### config.mk
export PLATFORM = sky130hd
export DESIGN_NAME = onehot_decoder_seq
export DESIGN_NICKNAME = d
export VERILOG_FILES = /design/src/rtl/onehot_decoder_seq.sv
export SDC_FILE = /design/constraint.sdc
export NUM_CORES = 1
export LEC_CHECK = 0
export ABC_AREA = 1
export CORE_AREA = 2 2 88 82
export CTS_CLUSTER_SIZE = 10
export DETAILED_ROUTE_END_ITERATION = 10
export DIE_AREA = 0 0 90 84
export DONT_BUFFER_PORTS = 1
export REMOVE_ABC_BUFFERS = 1
export SLEW_MARGIN = 10
export SYNTH_ARGS = -nofsm -noshare
export SYNTH_HDL_FRONTEND = slang
export SYNTH_SLANG_ARGS = --single-unit
### constraint.sdc
create_clock -name clk -period 4.78 [get_ports clk]
set_input_delay 0.956 -clock clk [delete_from_list [all_inputs] [get_ports clk]]
set_output_delay 0.956 -clock clk [all_outputs]
set_load 0.005 [all_outputs]
### src/rtl/onehot_decoder_seq.sv
// One-hot decoder with direct (handshaked select) and auto-scan modes.
// Define ONEHOT_ACTIVE_LOW_EN to invert d (selected bit low, blanked = all ones).
module onehot_decoder_seq #(
   parameter int N        = 3,
   parameter int SCAN_DIV = 4
) (
   input  logic               clk,
   input  logic               rst,
   input  logic               en,
   input  logic               mode,
   input  logic [N-1:0]       sel,
   input  logic               in_valid,
   output logic               in_ready,
   output logic [(2**N)-1:0]  d,
   output logic [N-1:0]       idx,
   output logic               out_valid
);

   localparam int W = 2**N;

`ifdef ONEHOT_ACTIVE_LOW_EN
   localparam logic ACTIVE_LOW = 1'b1;
`else
   localparam logic ACTIVE_LOW = 1'b0;
`endif

   typedef enum logic [1:0] {
      IDLE   = 2'd0,
      DIRECT = 2'd1,
      SCAN   = 2'd2
   } state_t;

   state_t        state_reg, state_next;
   logic [N-1:0]  idx_reg, idx_next;
   logic [15:0]   presc_reg, presc_next;
   logic          mode_reg, mode_next;
   logic          out_valid_reg, out_valid_next;
   logic [W-1:0]  d_reg, d_next;
   logic [W-1:0]  dec_next;
   logic          mode_change;
   logic          blank_next;

   assign mode_change = mode ^ mode_reg;
   assign in_ready    = ~rst & en & ~mode & ~mode_change;

   always_comb begin
      state_next     = state_reg;
      idx_next       = idx_reg;
      presc_next     = presc_reg;
      mode_next      = mode_reg;
      out_valid_next = 1'b0;
      if (en) begin
         if (mode_change) begin
            // The switching edge only re-arms; the new mode takes effect next cycle.
            mode_next  = mode;
            idx_next   = '0;
            presc_next = '0;
            state_next = mode ? SCAN : IDLE;
         end else if (mode_reg) begin
            state_next = SCAN;
            if (presc_reg == 16'(SCAN_DIV - 1)) begin
               presc_next = '0;
               idx_next   = idx_reg + N'(1);
            end else begin
               presc_next = presc_reg + 16'd1;
            end
         end else if (in_valid) begin
            idx_next       = sel;
            state_next     = DIRECT;
            out_valid_next = 1'b1;
         end
      end
   end

   generate
      for (genvar gi = 0; gi < W; gi++) begin : g_dec
         assign dec_next[gi] = (idx_next == N'(gi));
      end
   endgenerate

   assign blank_next = ~en | (state_next == IDLE);
   assign d_next     = (blank_next ? '0 : dec_next) ^ {W{ACTIVE_LOW}};

   always_ff @(posedge clk) begin
      if (rst) begin
         state_reg     <= IDLE;
         idx_reg       <= '0;
         presc_reg     <= '0;
         mode_reg      <= 1'b0;
         out_valid_reg <= 1'b0;
         d_reg         <= {W{ACTIVE_LOW}};
      end else begin
         state_reg     <= state_next;
         idx_reg       <= idx_next;
         presc_reg     <= presc_next;
         mode_reg      <= mode_next;
         out_valid_reg <= out_valid_next;
         d_reg         <= d_next;
      end
   end

   assign d         = d_reg;
   assign idx       = idx_reg;
   assign out_valid = out_valid_reg;

endmodule

Word level (Yosys, flattened, before mapping)
Index checks and enable logic that the tools add are counted.
W data, S select, Z words.
{"block": "word_totals", "register_bits": 31, "wordCells": 46}
{"block": "classes", "n_addsub": 2, "n_eq_ne": 8, "muxes": 14, "bitwise": 9, "reduce_logical": 7}
{"cell": "$mux W16", "count": 3}
{"cell": "$add A16 B1 Y16 const B", "count": 1}
{"cell": "$eq A16 B2 Y1 const B", "count": 1}
{"cell": "$mux W3", "count": 5}
{"cell": "$eq A3 B3 Y1 const B", "count": 4}
{"cell": "$mux W2", "count": 5}
{"cell": "$eq A3 B2 Y1 const B", "count": 2}
{"cell": "$not A1 Y1", "count": 4}
{"cell": "$reduce_and A2 Y1", "count": 2}
{"cell": "$reduce_or A4 Y1", "count": 1}
{"cell": "$add A3 B1 Y3 const B", "count": 1}
{"cell": "$and A1 B1 Y1", "count": 3}
{"cell": "$eq A3 B1 Y1 const B", "count": 1}
{"cell": "$logic_not A3 Y1", "count": 1}
{"cell": "$logic_not A2 Y1", "count": 1}
{"cell": "$reduce_bool A2 Y1", "count": 1}
{"cell": "$reduce_or A2 Y1", "count": 1}
{"cell": "$mux W1", "count": 1}
{"cell": "$or A1 B1 Y1", "count": 1}
{"cell": "$xor A1 B1 Y1", "count": 1}

Depth between registers and ports, before layout
Gate-level depths: netlist of the first run.
{"block": "depth", "depth_word": 7, "depth_mapped": 14}

Worst setup path before layout of the first run
Ideal clock, no wire load.
{"block": "synth_path", "path_type": "input to output", "start": "in mode", "end": "out in_ready", "arrival_ps": 1665, "required_time_ps": 3824, "slack_ps": 2159, "cell_stages": 5, "n_path_buf": 0, "path_cell_list": "inv_1 ha_1 inv_1 nand2_1 nor3_1"}
{"block": "synth_via", "elab_chain_cells": 3}
{"element": "start, declared", "line_no": "10", "text": "input logic mode,"}
{"element": "$not A1 Y1 / $xor A1 B1 Y1 (equally long branches)", "line_no": "44, 43"}
{"element": "$and A1 B1 Y1 / $not A1 Y1 (equally long branches)", "line_no": "44", "text": "assign in_ready = ~rst & en & ~mode & ~mode_change;"}
{"element": "$and A1 B1 Y1 *", "line_no": "44"}
{"element": "end, declared", "line_no": "13", "text": "output logic in_ready,"}
Every way passes the cells marked *; elsewhere a longest branch is shown, timed or not.

Final worst setup path of the first run
Same ends and word-level chain as after synthesis.

==> impl_results.md, run 1 <==
* # DRC at 0
* Post-Synthesis Cell Area at between 0.0015 and 0.002 mm2
* Flops & latches, synth at 31
* Post-Route WL at around 3600 um
* CTS HTree Levels at 2
* Clock slew at reported path FFs at about 0.07 ns
* Power density cells at ~310 mW/mm2
* Post_cts resized at 0
* Sequential Power Share at 46.3%
* Distinct cells, synth at 26
* Slew Viols, Final at 0
* Critical path startpoint category: input pin
* Root buf cell: clkbuf_8
* Top cells by area, synth: dfxtp_1 39%, nand2_1 13%, nor2_1 10%
* Setup repair bufs after CTS at 0
* FMAX at 361.1 MHz
* Worst-skew pair later-pin latency at 0.29 ns
* Fin cells at ~340
* Post-synth top area cell: dfxtp_1
* Worst EP arrival at about 1.8 ns
* Yosys Warn Count at 0
* Peak supply drop at ~0.076 mV
* Hpwl dp at between 2000 and 3000 um
* Detail-routed via count per cell at 4.352
* Hold-fix buffers, CTS at 0
* Initial antenna violation count at 0
* Die W at about 90 um
* FP Rows at 29
* Io pins at 21
* Clk_skew at roughly 0.01 ns
* Worst EP required at 3.82 ns
* Min cycle time layout at around 2.8 ns
* Clk buf depth at 2
* Max reg flops at 16
* Die Area at 0.007560 mm2
* PortBufs at 0
* Pin count of the biggest net entering global routing at 15
* Core footprint at between 0.006 and 0.007 mm2
* Top-count cell post-synth: nand2_1
* Post-route ant nets at 0
* NetSw at 0.0001338 W
* Max_slew headroom at about three quarters
* CP Capture Type: output pin
* FFs w/ async S/R, synth at 0%
* Sequential area share after synthesis at 38.51%
* Net Sw Frac at between 20% and 30%
* CTS tree: built
* Least-Margin Pin Slew at between 0.3 and 0.4 ns
* Final-stage net count at 255
* Max-cap violations at 0
* RSZ-0062 raised after global routing: false
* Gpl congestion at between 0.7 and 0.8
* Num CTS Buffers at 5
* Area fraction of the dominant cell type after synthesis at between 30% and 40%
* # clock sinks at 31
* Total GRT Usage at 10.49%
* Vias in the first global route at between 1000 and 1500
* Placed Instances at 330
* Gate power share at under 10%
* Ant diodes at 0
* Mapped Cells at 240
* Outcome: complete, no violations
* Synth-to-Final Area Change at 13.66%
* Final Hold Fails at 0
* CP max FO at 7
* Final Cycle Share at between 50% and 60%
* Initial DRT Pass Iterations at 4
* Setup violators final at 0
* DR WL/cell at roughly 11 um
* Starting density of the core at about a quarter
* Die Height at 84 um
* Number of flops mapped to enable cells by yosys at 0
* Critical path class: input pin to output pin
* Commonest cells post-synth: 55 x nand2_1, 44 x nor2_1, 31 x dfxtp_1
* First-pass GRT wire length at 6354 um
* Share of cells above drive strength 1 at 14.29%
* Leakage at just under 0.7 nW
* Internal at about 0.00044 W
* Final setup TNS at 0 ns
* GRT overflow at 0
* Main synth FF type: dfxtp_1
* HP Class: flop to flop
* DR vias at roughly 1500
* Clock share of power at between 40% and 50%
* Mean Syn Cell Area at 6.715 um2
* Initial drt markers at 94
## final cells by class
type / count / area, um2
fillers: 763 / 4917
multi-input cells: 178 / 872.1
flip-flops and latches: 31 / 620.6
well taps: 93 / 116.4
inverters: 28 / 105.1
clock buffers: 6 / 82.58
clock inverters: 2 / 35.03
## placed cells by master (no fill, tap or decap)
cell type / Yosys / layout
a21oi_1: 16 / 16
dfxtp_1: 31 / 31
o21ai_0: 7 / 7
nand2_2: 7 / 7
nor3b_1: 1 / 1
nor2_1: 44 / 44
ha_1: 3 / 3
bufinv_16: 0 / 1
nor4_1: 2 / 2
inv_1: 20 / 20
o21ai_1: 1 / 1
xor2_1: 1 / 1
a31oi_1: 1 / 1
clkinv_2: 0 / 1
clkbuf_8: 0 / 6
nand4_1: 2 / 2
a211oi_1: 2 / 2
inv_2: 8 / 8
nor2_4: 3 / 3
nor2_2: 7 / 7
nand3b_1: 1 / 1
a21oi_4: 1 / 1
nor3_1: 11 / 11
nand4_2: 1 / 1
nand2_1: 55 / 55
xnor2_1: 2 / 2
nand3_1: 10 / 10
## through the flow
stage	total power (W)	instance area [um2]	utilization, %	setup slack (ns)	hold slack (ns)
2_1_floorplan	0.0003027	1598	-	2.159	0.4552
3_3_place_gp	0.0003111	1714	25.40	2.058	0.4702
3_5_place_dp	0.0003116	1714	25.40	2.009	0.4739
4_1_cts	0.0005836	1832	27.14	2.007	0.4852
5_1_grt	0.0005995	1832	27.14	1.903	0.5083
6_report	0.0005770	1832	27.14	2.011	0.4865
## layer usage
| layer | global-route usage (%) | vias to the layer above | wire (um) |
|---|---|---|---|
| li1 | - | 774 | - |
| met1 | 12.25 | 674 | 1757 |
| met2 | 16.54 | 16 | 1595 |
| met3 | 3.975 | 7 | 199 |
| met4 | 5.874 | 0 | 93 |
| met5 | 0 | - | 0 |
## path summary, 6_finish.rpt
| path | startpoint | end | slack [ns] | depth (start not counted) |
|---|---|---|---|---|
| setup / recovery | mode | in_ready | 2.01 | 5 |
| hold / removal | presc_reg[1]$_SDFFE_PP0P_ | presc_reg[1]$_SDFFE_PP0P_ | 0.49 | 2 |
| setup reg to reg | mode_reg$_SDFFE_PP0P_ | d[5]$_SDFF_PP0_ | 2.71 | 13 |
| hold reg to reg | presc_reg[1]$_SDFFE_PP0P_ | presc_reg[1]$_SDFFE_PP0P_ | 0.49 | 2 |
## power groups by stage
stage | Clock [W] | Combinational, W | Sequential [W]
after global routing | 0.000287 | 0.0000443 | 0.000268
after CTS | 0.000278 | 0.0000384 | 0.000267
final | 0.000271 | 0.0000382 | 0.000267
after floorplan | 0 | 0.0000308 | 0.000272
after global placement | 0 | 0.0000379 | 0.000273
after detailed placement | 0 | 0.0000383 | 0.000273
## logic make-up after synthesis
| kind of cell | count (synthesis) | synth area share [%] |
|---|---|---|
| fa+ha+maj | 3 | 2.329 |
| compound gates | 28 | 9.783 |
| buf+inv | 31 | 7.376 |
| flops | 31 | 38.51 |
| xor+xnor | 3 | 1.631 |
| simple gates | 144 | 40.37 |
## critical path: stages
cell and delay [ns]:
inv_1 0.02, ha_1 0.29, inv_1 0.10, nand2_1 0.18, nor3_1 0.26
(Power assumes the default switching activity.)
==> run 2, diff against run 1 <==
==> constraint.sdc (replaced) <==
create_clock -name clk -period 2.3 [get_ports clk]
set_input_delay 0.46 -clock clk [delete_from_list [all_inputs] [get_ports clk]]
set_output_delay 0.46 -clock clk [all_outputs]
set_load 0.005 [all_outputs]
==> impl_results.md, run 2 (same netlist as run 1, synthesis figures left out) <==
* Post-Route WL at around 3600 um
* Initial drt markers at 65
* CP max FO at 7
* Commonest non-fill, non-tap cell in the layout: nand2_1
* Initial antenna violation count at 0
* First-pass GRT wire length at 6734 um
* Critical path startpoint category: flop
* Gpl congestion at approximately 0.8
* Share of cells above drive strength 1 at 14.98%
* Die Height at 84 um
* GRT overflow at 0
* Worst Hold Slack at 0.2346 ns
* Fin cells at 340
* Final setup TNS at 0 ns
* FP Rows at 29
* Critical path class: flop to output pin
* Total power at ~0.0012 W
* Hpwl dp at about 2700 um
* Commonest cells after routing, fill and taps aside: 55 x nand2_1, 44 x nor2_1, 31 x dfxtp_1
* Vias in the first global route at around 1500
* Hold-fix buffers, CTS at 0
* Slew Viols, Final at 0
* CTS HTree Levels at 2
* Max-cap violations at 0
* Die Area at between 0.007 and 0.008 mm2
* Clk_skew at 0.006795 ns
* Final Hold Fails at 0
* Io pins at 21
* CP Capture Type: output pin
* DR vias at 1495
* Least-Margin Pin Slew at between 0.2 and 0.3 ns
* # DRC at 0
* Root buf cell: clkbuf_8
* CTS tree: built
* Leakage at 0.6884 nW
* PortBufs at 0
* DR WL/cell at between 10 and 15 um
* Core footprint at between 0.006 and 0.007 mm2
* HP Class: input pin to flop
* Initial DRT Pass Iterations at 4
* Pre-CTS WS at 0.4357 ns
* Fill cell count at just under 800
* Worst-skew pair later-pin latency at between 0.2 and 0.3 ns
* Final-stage net count at 257
* Post-route ant nets at 0
* Placed Instances at 332
* Ant diodes at 0
* Setup violators final at 0
* Peak supply drop at around 0.29 mV
* Worst EP required at 1.84 ns
* Clock slew at reported path FFs at around 0.07 ns
* Worst EP arrival at 1.52 ns
* Synth-to-Final Area Change at 14.60%
* Min cycle time layout at between 1.5 and 2 ns
* Final Cycle Share at 86.20%
* Pin count of the biggest net entering global routing at 13
* Clk buf depth at 2
* Setup repair bufs after CTS at 0
* Detail-routed via count per cell at ~4.4
* # clock sinks at 31
* Final worst setup slack at around 0.32 ns
* Starting density of the core at around a quarter
* Max_slew headroom at between 80% and 90%
* Num CTS Buffers at 5
* Max reg flops at 16
* Power density cells at around 650 mW/mm2
* FMAX at slightly above 500 MHz
* Die W at about 90 um
* Outcome: complete, no violations
* Post_cts resized at 0
* RSZ-0062 raised after global routing: false
* Total GRT Usage at a little over a tenth
[run 2: changes by cell type in the layout (fill, tap and decap cells not counted)]
| cell | change |
|---|---|
| buf_4 | +2 |
[run 2: worst max-delay path, cell delays in order (launching register included)]
cell and delay (ns):
dfxtp_1 0.33, inv_1 0.06, ha_1 0.29, inv_1 0.11
nand2_1 0.17, nor3_1 0.28
[run 2: final cells by class]
type | count | area [um2] | area share (%)
clock buffer | 6 | 82.58 | 4.472
clock inverter | 2 | 35.03 | 1.897
inverter | 28 | 105.1 | 5.691
multi-input combinational | 178 | 872.1 | 47.22
sequential | 31 | 620.6 | 33.60
tap | 93 | 116.4 | 6.301
timing repair buffer | 2 | 15.01 | 0.8130
[run 2: power breakdown]
group | total, W | internal [W] | switching [W]
combinational | 0.0000849 | 0.0000276 | 0.0000574
sequential | 0.000554 | 0.000546 | 0.00000794
clock | 0.000563 | 0.000350 | 0.000212
total | 0.00120 | 0.000924 | 0.000278
[run 2: final timing paths]
check                           slack, ns                         to  cells after the start                 startpoint
worst max register to register       0.53            d[7]$_SDFF_PP0_                     13      mode_reg$_SDFFE_PP0P_
worst min-delay path                 0.23          idx[0]$_SDFF_PP0_                      1                        rst
worst min register to register       0.48  presc_reg[1]$_SDFFE_PP0P_                      2  presc_reg[1]$_SDFFE_PP0P_
worst max-delay path                 0.32                   in_ready                      5      mode_reg$_SDFFE_PP0P_
[run 2: stage by stage]
stage          instance area (um2)  util (%)
5_1_grt                       1847     27.36
6_report                      1847     27.36
4_1_cts                       1847     27.36
2_1_floorplan                 1598         -
3_3_place_gp                  1729     25.62
3_5_place_dp                  1729     25.62
[run 2: routing by layer]
metal,track usage (%),wire (um),vias to the layer above
met1,13.32,1713,679
met3,3.794,244,7
li1,-,-,774
met4,5.734,91,0
met5,0,0,-
met2,16.95,1598,35
